$ cat config.mk
export PLATFORM = sky130hd
export DESIGN_NAME = y_coord_gen
export DESIGN_NICKNAME = d
export VERILOG_FILES = /design/src/rtl/y_coord_gen_pkg.sv /design/src/rtl/y_coord_gen_sat_add.sv /design/src/rtl/y_coord_gen.sv
export SDC_FILE = /design/constraint.sdc
export NUM_CORES = 1
export LEC_CHECK = 0
export CORE_AREA = 2 2 92 94
export CTS_CLUSTER_DIAMETER = 120
export DETAILED_ROUTE_END_ITERATION = 8
export DIE_AREA = 0 0 94 96
export GPL_ROUTABILITY_DRIVEN = 0
export PLACE_DENSITY = 0.59
export REMOVE_ABC_BUFFERS = 1
export SLEW_MARGIN = 25
export SYNTH_ARGS = -nofsm -noshare
export SYNTH_HDL_FRONTEND = slang
export SYNTH_SLANG_ARGS = --single-unit
$ cat constraint.sdc
create_clock -name CLK -period 3.7 [get_ports CLK]
set_input_delay 0.74 -clock CLK [delete_from_list [all_inputs] [get_ports CLK]]
set_output_delay 0.74 -clock CLK [all_outputs]
set_load 0.03 [all_outputs]
$ cat src/rtl/y_coord_gen_pkg.sv
// Shared definitions for the vertical-coordinate generator: state encoding,
// default coordinate width and saturation limits at that width.
package y_coord_gen_pkg;

    localparam int WIDTH_DEF = 8;
    localparam int Y_MAX     = (2 ** (WIDTH_DEF - 1)) - 1;
    localparam int Y_MIN     = -(2 ** (WIDTH_DEF - 1));

    typedef enum logic [2:0] {
        S_IDLE = 3'd0,
        S_LOAD = 3'd1,
        S_WAIT = 3'd2,
        S_STEP = 3'd3,
        S_FIN  = 3'd4
    } state_t;

endpackage

$ cat src/rtl/y_coord_gen_sat_add.sv
// Combinational signed add with clamp to the WIDTH-bit range and overflow flag.
// Shared with the horizontal-coordinate generator.
module sat_add
    import y_coord_gen_pkg::*;
#(
    parameter int WIDTH = WIDTH_DEF
) (
    input  logic signed [WIDTH-1:0] a,
    input  logic signed [WIDTH-1:0] b,
    output logic signed [WIDTH-1:0] sum,
    output logic                    ovf
);

    localparam logic signed [WIDTH-1:0] S_MAX = {1'b0, {(WIDTH-1){1'b1}}};
    localparam logic signed [WIDTH-1:0] S_MIN = {1'b1, {(WIDTH-1){1'b0}}};

    logic signed [WIDTH:0] wide;

    // Overflow shows up as disagreement between the two top bits of the wide sum.
    function automatic logic signed [WIDTH-1:0] clamp(input logic signed [WIDTH:0] v);
        if (v[WIDTH] ^ v[WIDTH-1])
            return v[WIDTH] ? S_MIN : S_MAX;
        return v[WIDTH-1:0];
    endfunction

    assign wide = {a[WIDTH-1], a} + {b[WIDTH-1], b};
    assign ovf  = wide[WIDTH] ^ wide[WIDTH-1];
    assign sum  = clamp(wide);

endmodule

$ cat src/rtl/y_coord_gen.sv
// Generates the per-row vertical coordinate of one interpolation block
// (Y_INIT, then saturating Y_INIT + k*Y_STEP), paced by ROW_DONE.
module y_coord_gen
    import y_coord_gen_pkg::*;
#(
    parameter int WIDTH = WIDTH_DEF,
    parameter int CNT_W = 6
) (
    input  logic                    CLK,
    input  logic                    RST_ASYNC_N,
    input  logic                    START,
    input  logic                    ABORT,
    input  logic signed [WIDTH-1:0] Y_INIT,
    input  logic signed [WIDTH-1:0] Y_STEP,
    input  logic        [CNT_W-1:0] N_ROWS,
    input  logic                    ROW_DONE,
    output logic signed [WIDTH-1:0] Y_OUT,
    output logic                    Y_WE,
    output logic                    BUSY,
    output logic                    DONE,
    output logic                    SAT
);

    state_t                  state;
    logic signed [WIDTH-1:0] y_acc;
    logic signed [WIDTH-1:0] y_init_q;
    logic signed [WIDTH-1:0] y_step_q;
    logic        [CNT_W-1:0] n_rows_q;
    logic        [CNT_W-1:0] row_cnt;
    logic signed [WIDTH-1:0] next_y;
    logic                    next_ovf;

    sat_add #(.WIDTH(WIDTH)) u_sat_add (
        .a   (y_acc),
        .b   (y_step_q),
        .sum (next_y),
        .ovf (next_ovf)
    );

    always_ff @(posedge CLK or negedge RST_ASYNC_N) begin
        if (!RST_ASYNC_N) begin
            state    <= S_IDLE;
            y_acc    <= '0;
            y_init_q <= '0;
            y_step_q <= '0;
            n_rows_q <= '0;
            row_cnt  <= '0;
            Y_OUT    <= '0;
            Y_WE     <= 1'b0;
            BUSY     <= 1'b0;
            DONE     <= 1'b0;
            SAT      <= 1'b0;
        end else if (ABORT) begin
            // Y_OUT and SAT keep their last values so the aborted block can be inspected.
            state <= S_IDLE;
            Y_WE  <= 1'b0;
            BUSY  <= 1'b0;
            DONE  <= 1'b0;
        end else begin
            Y_WE <= 1'b0;
            DONE <= 1'b0;
            case (state)
                S_IDLE: begin
                    if (START) begin
                        y_init_q <= Y_INIT;
                        y_step_q <= Y_STEP;
                        n_rows_q <= N_ROWS;
                        SAT      <= 1'b0;
                        BUSY     <= 1'b1;
                        state    <= (N_ROWS == '0) ? S_FIN : S_LOAD;
                    end
                end
                S_LOAD: begin
                    Y_OUT   <= y_init_q;
                    y_acc   <= y_init_q;
                    Y_WE    <= 1'b1;
                    row_cnt <= '0;
                    state   <= S_WAIT;
                end
                S_WAIT: begin
                    // row_cnt holds the index of the row just written.
                    if (ROW_DONE)
                        state <= (row_cnt == n_rows_q - 1'b1) ? S_FIN : S_STEP;
                end
                S_STEP: begin
                    Y_OUT   <= next_y;
                    y_acc   <= next_y;
                    Y_WE    <= 1'b1;
                    row_cnt <= row_cnt + 1'b1;
                    if (next_ovf)
                        SAT <= 1'b1;
                    state   <= S_WAIT;
                end
                S_FIN: begin
                    DONE  <= 1'b1;
                    BUSY  <= 1'b0;
                    state <= S_IDLE;
                end
                default: state <= S_IDLE;
            endcase
        end
    end

endmodule

After elaboration in Yosys (flattened, before gate mapping)
Index checks and enable logic that the tools add are counted.

storage, ports and cells
  register bits after elaboration = 43
  bits in latches = 0
  RAM bits = 0
  memory bits (read-only) = 0
  input bits = 27
  logic and storage cells = 57
  memories kept = 0

cells by class
  $add $sub $neg = 3
  multipliers = 0
  div/mod/pow operators = 0
  magnitude comparators = 0
  eq/ne operators = 9
  shift operators = 0
  mux-type cells = 22
  bitwise gates (word level) = 2
  reductions and logical operators = 11

operators with widths
  kind                 number
  $mux 8               3
  $pmux 8 s2           1
  $mux 3               5
  $pmux 6 s2           1
  $add 8x8->9          1
  $mux 1               9
  $pmux 3 s3           1
  $add 6x1->6 const B  1
  $eq 3x2->1 const B   2
  $eq 6x6->1           1
  $logic_not 6->1      1
  $ne 3x3->1 const B   2
  $reduce_and 2->1     3
  $sub 6x1->6 const B  1
  $ne 2x2->1 const B   2
  $pmux 1 s2           2
  $reduce_and 4->1     1
  $reduce_bool 2->1    2
  $eq 3x1->1 const B   1
  $eq 3x3->1 const B   1
  $logic_not 3->1      1
  $reduce_and 3->1     1
  $reduce_bool 3->1    1
  $reduce_or 2->1      1
  other kinds (2)      2

Logic depth before layout (Yosys ltp)
Gate-level depths: netlist of run 1.

  word-level depth = 6
  mapped depth = 9
  gate-level depth less buffers = 9

Hierarchy
Synthesis of run 1 repeated with hierarchy kept, for this count alone.

unflattened totals
  cell total of the unflattened synthesis = 225
  area, all modules = 2412.3 um^2

by module, submodules not included
  module       instances  cells each  area an instance (um^2)
  y_coord_gen  1          169         1949.4
  sat_add      1          56          462.9

Worst setup path after synthesis of run 1
OpenSTA, ideal clock, no wires.

  path kind = reg2reg
  from = register y_acc[0]
  to = register y_acc[0]
  setup time = 0.083 ns
  data arrival time = 2.275 ns
  data required time = 3.617 ns
  slack = 1.343 ns
  stages on the path, launching flop included = 10
  buffers on the path = 0
  cell sequence = dfrtp_1 ha_1 inv_1 fa_1 nand2b_1 a211oi_1 o31ai_1 and3_1 or2_2 o21ai_0

between the ends
  cells in the longest elaborated chain, start to end = 5
  elaborated cells on any way between the ends = 7
  those cells by class = add/sub: 1; mux: 5; bitwise: 1

ends and longest elaborated chain
  element                                       line                                                  RTL
  start, declared                               y_coord_gen.sv:25                                     logic signed [WIDTH-1:0] y_acc;
  start signal, assigned                        y_coord_gen.sv:75                                     y_acc <= y_init_q;
  start signal, assigned                        y_coord_gen.sv:87                                     y_acc <= next_y;
  $add 8x8->9 *                                 y_coord_gen_sat_add.sv:26                             assign wide = {a[WIDTH-1], a} + {b[WIDTH-1], b};
  $mux 8 / $xor 1x1->1 (equally long branches)  y_coord_gen_sat_add.sv:22, y_coord_gen_sat_add.sv:21
  $mux 8 / $mux 1 (equally long branches)       y_coord_gen_sat_add.sv:21                             if (v[WIDTH] ^ v[WIDTH-1])
  $mux 8 *                                      y_coord_gen_sat_add.sv:23                             return v[WIDTH-1:0];
  $pmux 8 s2 *                                  y_coord_gen.sv:62                                     case (state)

Mark *: on every way between the ends. The rest lies on a longest branch, timed or not. The select of a mux whose other input is x is not followed.
A chain may end at the register's enable or synchronous reset.

Worst setup path in the final report of run 1
  from = input port ABORT
  to = register y_acc[6]

between the ends
  cells in the longest elaborated chain, start to end = 2

ends and longest elaborated chain
  element                            line               RTL
  start, declared                    y_coord_gen.sv:12  input logic ABORT,
  $not 1->1 (no source line)         n/a
  $reduce_and 2->1 (no source line)  n/a

Every way passes these cells.

==> summary.md, run 1 <==
| Metric | Value |
|---|---|
| WP buf/inv | 3 |
| Hold WC Path Type | input port to asynchronous set/reset pin |
| FF-to-FF Start | y_acc[0] |
| Commonest non-fill, non-tap cell in the layout | dfrtp_1 |
| CP Launch Type | input port |
| Synth unique cells | 35 |
| Critical path class | input port to flop |
| CTS tree | built |
| Fin crit period | 2510 ps |
| CP delay by family, top | buffers and inverters |
| Clock root buffer | clkbuf_8 |
| Reg clk slew, reported paths | 90 ps |
| Status | complete, no violations |
| TritonCTS buffer count | 5 |
| Max IR drop VDD | 307 uV |
| Final worst slack | 1190 ps |
| Final hold slack | 436 ps |
| Crit Path Max Fanout | 17 |
| Cell Rows | 33 |
| Maximum clock rate | 398 MHz |
| P_leak | 0.00123 uW |
| Final setup fails | 0 |
| Final Max Slew Viols | 0 |
| Pre-CTS setup slack | 893 ps |
| DRT Wirelength | 4.89 mm |
| All-Layer GR Usage | 11.8% |
| Drt first pass iters | 4 |
| Number of global-route vias before repair | 1,822 |
| Crit-path cells | clkdlybuf4s50_1 -> nor2_1 -> nand2_1 -> inv_1 -> buf_4 -> o21ai_0 -> a211oi_1 -> a211oi_1 -> o31ai_1 |
| Slew @ Worst Pin | 727 ps |
| Crit end category | flop |
| Vias post-DR | 1,735 |
| Mapped cell area | 0.00234 mm2 |
| Number of gates resized after CTS | 0 |
| Core area | 0.00805 mm2 |
| PD cells | 660 mW/mm2 |
| Synth warn | 0 |
| GRT overflow | 0 |
| Yosys reg bits | 43 |
| RSZ-0062 raised after global routing | false |
| Initial DRC count | 68 |
| Final nets | 305 |
| Latest clock arrival within the worst-skew pair | 290 ps |
| Area grow syn2layout | 26.3% |
| Antenna diode count | 0 |
| Most frequent cells in the layout | dfrtp_1, clkdlybuf4s50_1, nand2_1, mux2_2, o21ai_0 |
| Vias per inst | 4.65 |
| Dpl hpwl | 3.67 mm |
| Die W | 94 um |
| Max_cap viols | 0 |
| Final Power | 1950 uW |
| Initial Util | 29.0% |
| Synthesized instance count | 226 |
| Antenna-violating nets left | 0 |
| Share of layout cells above drive strength 1 | 14.2% |
| Boundary Pins | 39 |
| Max incr delay on CP | 450 ps |
| Setup TNS Final | 0 ps |
| Final period util | 67.9% |
| Area of the die | 0.00902 mm2 |
| Htree depth | 2 |
| Post-synthesis average cell area | 10.3 um2 |
| Register area share after synthesis | 46.1% |
| # DRC | 0 |
| Clk_skew | 8.84 ps |
| First-pass GRT wire length | 8.42 mm |
| Crit path top cell by count | a211oi_1 |
| Critical Path RT | 3890 ps |
| Crit-path slowest cell | clkdlybuf4s50_1 |
| Port Buffers | 38 |
| Arrival time worst endpoint | 2700 ps |
| WL/cell | 13.1 um |
| Relative slew slack | 51.5% |
| Final Hold Fails | 0 |
| Setup repair bufs after CTS | 0 |
| Largest net degree at the start of global routing | 44 |
| Initial antenna violation count | 0 |
| Die height | 96 um |
| Hold Buf Count CTS | 0 |
| Critical path launch point | ABORT |
| Maximum clock path buffer count | 2 |
| Clock sinks | 43 |
kinds of logic after synthesis:
family                     share of synthesized area (%)
AOI/OAI and AO/OA                                   14.3
xor gates and xnor gates                            4.12
muxes                                               11.9
and+or+nand+nor                                     15.2
buffers and inverters                               2.25
adders and majority gates                           6.21
DFF                                                 46.1
cell type report:
type	count	area, um2
fillers	845	5100
multi-input cells	169	1210
flip-flops and latches	43	1080
repair buffers	40	393
well taps	105	131
clock buffers	5	68.8
clock inverters	3	43.8
inverters	8	30.0
state kept, by name, indices dropped and copies added (netlist names):
| name | cells |
|---|---|
| y_acc | 8 |
| y_init_q | 8 |
| y_step_q | 8 |
| n_rows_q | 6 |
| row_cnt | 6 |
| state | 3 |
| BUSY | 1 |
| DONE | 1 |
| SAT | 1 |
| Y_WE | 1 |
final timing paths:
kind,end,depth (start not counted),slack (ps)
max,y_acc[6],9,1190
min,n_rows_q[3],1,440
max reg2reg,y_acc[1],9,1200
min reg2reg,BUSY,1,500
max in group asynchronous,y_acc[3],1,2890
min in group CLK,BUSY,1,500
cells in the mapped netlist, drive strengths merged:
library cell / n / area share, %
or2: 1 / 0.27
mux2: 22 / 11
nand3: 7 / 1.5
a21o: 1 / 0.32
mux2i: 3 / 1.3
dfrtp: 43 / 46
nor2: 13 / 2.1
or4: 3 / 1.1
o21a: 2 / 0.64
a21boi: 1 / 0.32
nand2: 26 / 4.2
or3: 1 / 0.32
xor2: 2 / 0.75
nor4: 1 / 0.27
xnor2: 9 / 3.4
o31ai: 5 / 1.6
clkbuf: 5 / 0.80
a211oi: 8 / 2.8
buf: 1 / 0.16
nor3: 1 / 0.70
o21ai: 19 / 4.1
and3: 3 / 0.80
o311a: 4 / 1.7
a21oi: 10 / 2.1
ha: 10 / 5.4
fa: 1 / 0.86
a31o: 1 / 0.38
nand2b: 3 / 0.80
o211ai: 1 / 0.32
inv: 8 / 1.3
nor2b: 8 / 2.1
nor3b: 3 / 0.96
per-layer routing:
metal,GRT usage (%),up-vias,part of all wire (%)
met5,0,-,0
met2,20.8,29,49
met3,2.58,2,3.6
met4,2.54,0,0.35
li1,-,890,-
met1,14.7,814,47
per-stage QoR:
step           area (um2)  instances  utilization [%]
2_1_floorplan        2310        220                -
3_3_place_gp         2840        365             35.2
3_5_place_dp         2840        365             35.2
4_1_cts              2950        373             36.6
5_1_grt              2950        373             36.6
6_report             2950        373             36.6
report_power, final:
group	internal [uW]	leakage (uW)	switching, uW	total [uW]
Sequential	582	0.000536	108	690
Combinational	419	0.000641	477	896
Clock	201	0.0000581	161	362
No activity file was read; power rests on OpenSTA's default activity.
==> inputs of run 2 (changes only) <==
- PLACE_DENSITY: 0.59 -> 0.61
- clock period: 3.7 -> 2.2 ns (I/O delays scaled with it)
==> summary.md, run 2 (same netlist as run 1, synthesis figures left out) <==
| Metric | Value |
|---|---|
| Internal power | 2290 uW (+91%) |
| Htree depth | 2 (unchanged) |
| TritonCTS buffer count | 5 (unchanged) |
| Most frequent cells in the layout | dfrtp_1, clkdlybuf4s50_1, nand2_1, mux2_2, buf_4 |
| Antenna-violating nets left | 0 (unchanged) |
| Largest registers | y_acc x8, y_init_q x8, y_step_q x8 |
| Fin crit period | 2100 ps |
| Setup repair bufs after CTS | 0 (unchanged) |
| Area of the multi-input gates | 0.00128 mm2 (+5.8%) |
| PD cells | 1160 mW/mm2 (+76%) |
| P_leak | 0.00134 uW (+8.6%) |
| Final Power | 3680 uW (+89%) |
| Setup TNS Final | 0 ps (unchanged) |
| First-pass GRT wire length | 8.58 mm (+1.9%) |
| Vias per inst | 4.82 (+3.7%) |
| Maximum clock rate | 477 MHz |
| Max IR drop VDD | 679 uV (+120%) |
| Clock root buffer | clkbuf_8 |
| Number of global-route vias before repair | 1,839 (+0.93%) |
| Clock sinks | 43 (unchanged) |
| Initial DRC count | 90 (+32%) |
| Initial Util | 29.0% (unchanged) |
| CTS tree | built |
| Sw power | 1390 uW (+87%) |
| Port Buffers | 38 (unchanged) |
| Latest clock arrival within the worst-skew pair | 300 ps (about the same) |
| Sequential share of power | 31.2% (-4.2 points) |
| Register area | 0.00108 mm2 (unchanged) |
| Dpl hpwl | 3.85 mm (+4.9%) |
| FF-to-FF Start | y_acc[2] |
| Reg clk slew, reported paths | 80 ps (about the same) |
| Largest net degree at the start of global routing | 44 (unchanged) |
| Final period util | 95.4% |
| Final Hold Fails | 0 (unchanged) |
| Core area | 0.00805 mm2 (unchanged) |
| Max_cap viols | 0 (unchanged) |
| WL/cell | 13.5 um (+2.8%) |
| Slew @ Worst Pin | 551 ps (-177 ps) |
| Die W | 94 um (unchanged) |
| Relative slew slack | 63.3% (+12 points) |
| All-Layer GR Usage | 12.3% (+0.55 points) |
| Worst-case reg-to-reg path depth | 7 (-2) |
| Area grow syn2layout | 35.5% |
| Clk_skew | 3.02 ps (-5.82 ps) |
| Area of the die | 0.00902 mm2 (unchanged) |
| Cell Rows | 33 (unchanged) |
| RSZ-0062 raised after global routing | false |
| R2R Setup Slk | 100 ps (-1100 ps) |
| CP Launch Type | flop |
| Hold Buf Count CTS | 0 (unchanged) |
| Switch share | 37.8% (-0.52 points) |
| Status | complete, no violations |
| GRT overflow | 0 (unchanged) |
| Antenna diode count | 0 (unchanged) |
| Critical Path RT | 2390 ps (-1500 ps) |
| DRT Wirelength | 5.28 mm (+8.0%) |
| Final Max Slew Viols | 0 (unchanged) |
| # DRC | 0 (unchanged) |
| Crit end category | flop |
| Die height | 96 um (unchanged) |
| Critical path class | flop to flop |
| Reg-to-Reg End | y_acc[3] |
| Clock network power share | 17.6% (-1.0 points) |
| Final nets | 324 (+6.2%) |
| Boundary Pins | 39 (unchanged) |
| Final setup fails | 0 (unchanged) |
| Fill cells | 791 (-6.4%) |
| Hold WC Path Type | input port to asynchronous set/reset pin |
| Initial antenna violation count | 0 (unchanged) |
| Commonest non-fill, non-tap cell in the layout | dfrtp_1 |
| Share of layout cells above drive strength 1 | 24.0% (+9.9 points) |
| Vias post-DR | 1,891 (+9.0%) |
| Part of the power in combinational logic | 51.2% (+5.2 points) |
| Crit Path Max Fanout | 7 (-10) |
| Maximum clock path buffer count | 2 (unchanged) |
| Drt first pass iters | 4 (unchanged) |
| Arrival time worst endpoint | 2290 ps (-410 ps) |
==> run 2: cell types whose count changed in the layout (fill, tap and decap cells not counted), sizes merged <==
| cell | before | now |
|---|---|---|
| buf | 3 | 22 |
| clkbuf | 5 | 6 |
| clkinv | 2 | 1 |
==> run 2: final cells by class <==
type	instances	share of cell area (%)
clock buffer	6	2.61
clock inverter	2	1.11
tap	105	4.15
multi-input combinational	169	40.4
timing repair buffer	59	16.8
inverter	8	0.949
sequential	43	34.0
==> run 2: worst max-delay path by stage <==
stage | start | end | slack [ps] | cells past startpoint
6_report | y_acc[2] | y_acc[3] | 100 | 7
5_1_grt | y_acc[4] | y_acc[4] | 6 | 7
4_1_cts | y_acc[4] | y_acc[5] | 5 | 7
3_5_place_dp | y_acc[0] | y_acc[0] | -50 | 9
3_3_place_gp | y_acc[0] | y_acc[0] | 8 | 9
2_1_floorplan | y_acc[0] | y_acc[0] | -160 | 9
==> run 2: stage by stage <==
stage / instances / cell area (um2) / util, % / worst slack, ps / hold slack [ps]
finish: 392 / 3170 / 39.3 / 102 / 192
global route: 392 / 3170 / 39.3 / 6.46 / 248
CTS: 392 / 3100 / 38.5 / 5.44 / 229
detailed placement: 384 / 2980 / 37.0 / -45.5 / 488
global placement: 384 / 2980 / 37.0 / 7.56 / 482
floorplan: 220 / 2310 / - / -157 / 144
==> run 2: critical path, cell delays in order (launching register included) <==
cell and delay (ps):
dfrtp_1 400, ha_1 390, o211ai_1 130, nor2_1 180, mux2i_2 280, a21oi_1 110, buf_4 170, o311a_1 320
==> run 2: power groups by stage <==
stage	clock (uW)	combinational [uW]	sequential, uW
after floorplan	0	955	1270
after global placement	0	1720	1150
after detailed placement	0	1730	1150
after CTS	664	1760	1140
after global routing	701	2070	1180
final	647	1890	1150
==> run 2: layer usage <==
layer	global-route usage [%]	routed length, um
met3	2.98	214
met5	0	0
met1	16.0	2380
met4	3.62	63
met2	20.5	2620
==> run 2: timing repair <==
item                       4_1_cts  5_1_grt
pin swaps                        0        5
setup endpoints to repair        2        8
resized for setup                2       13
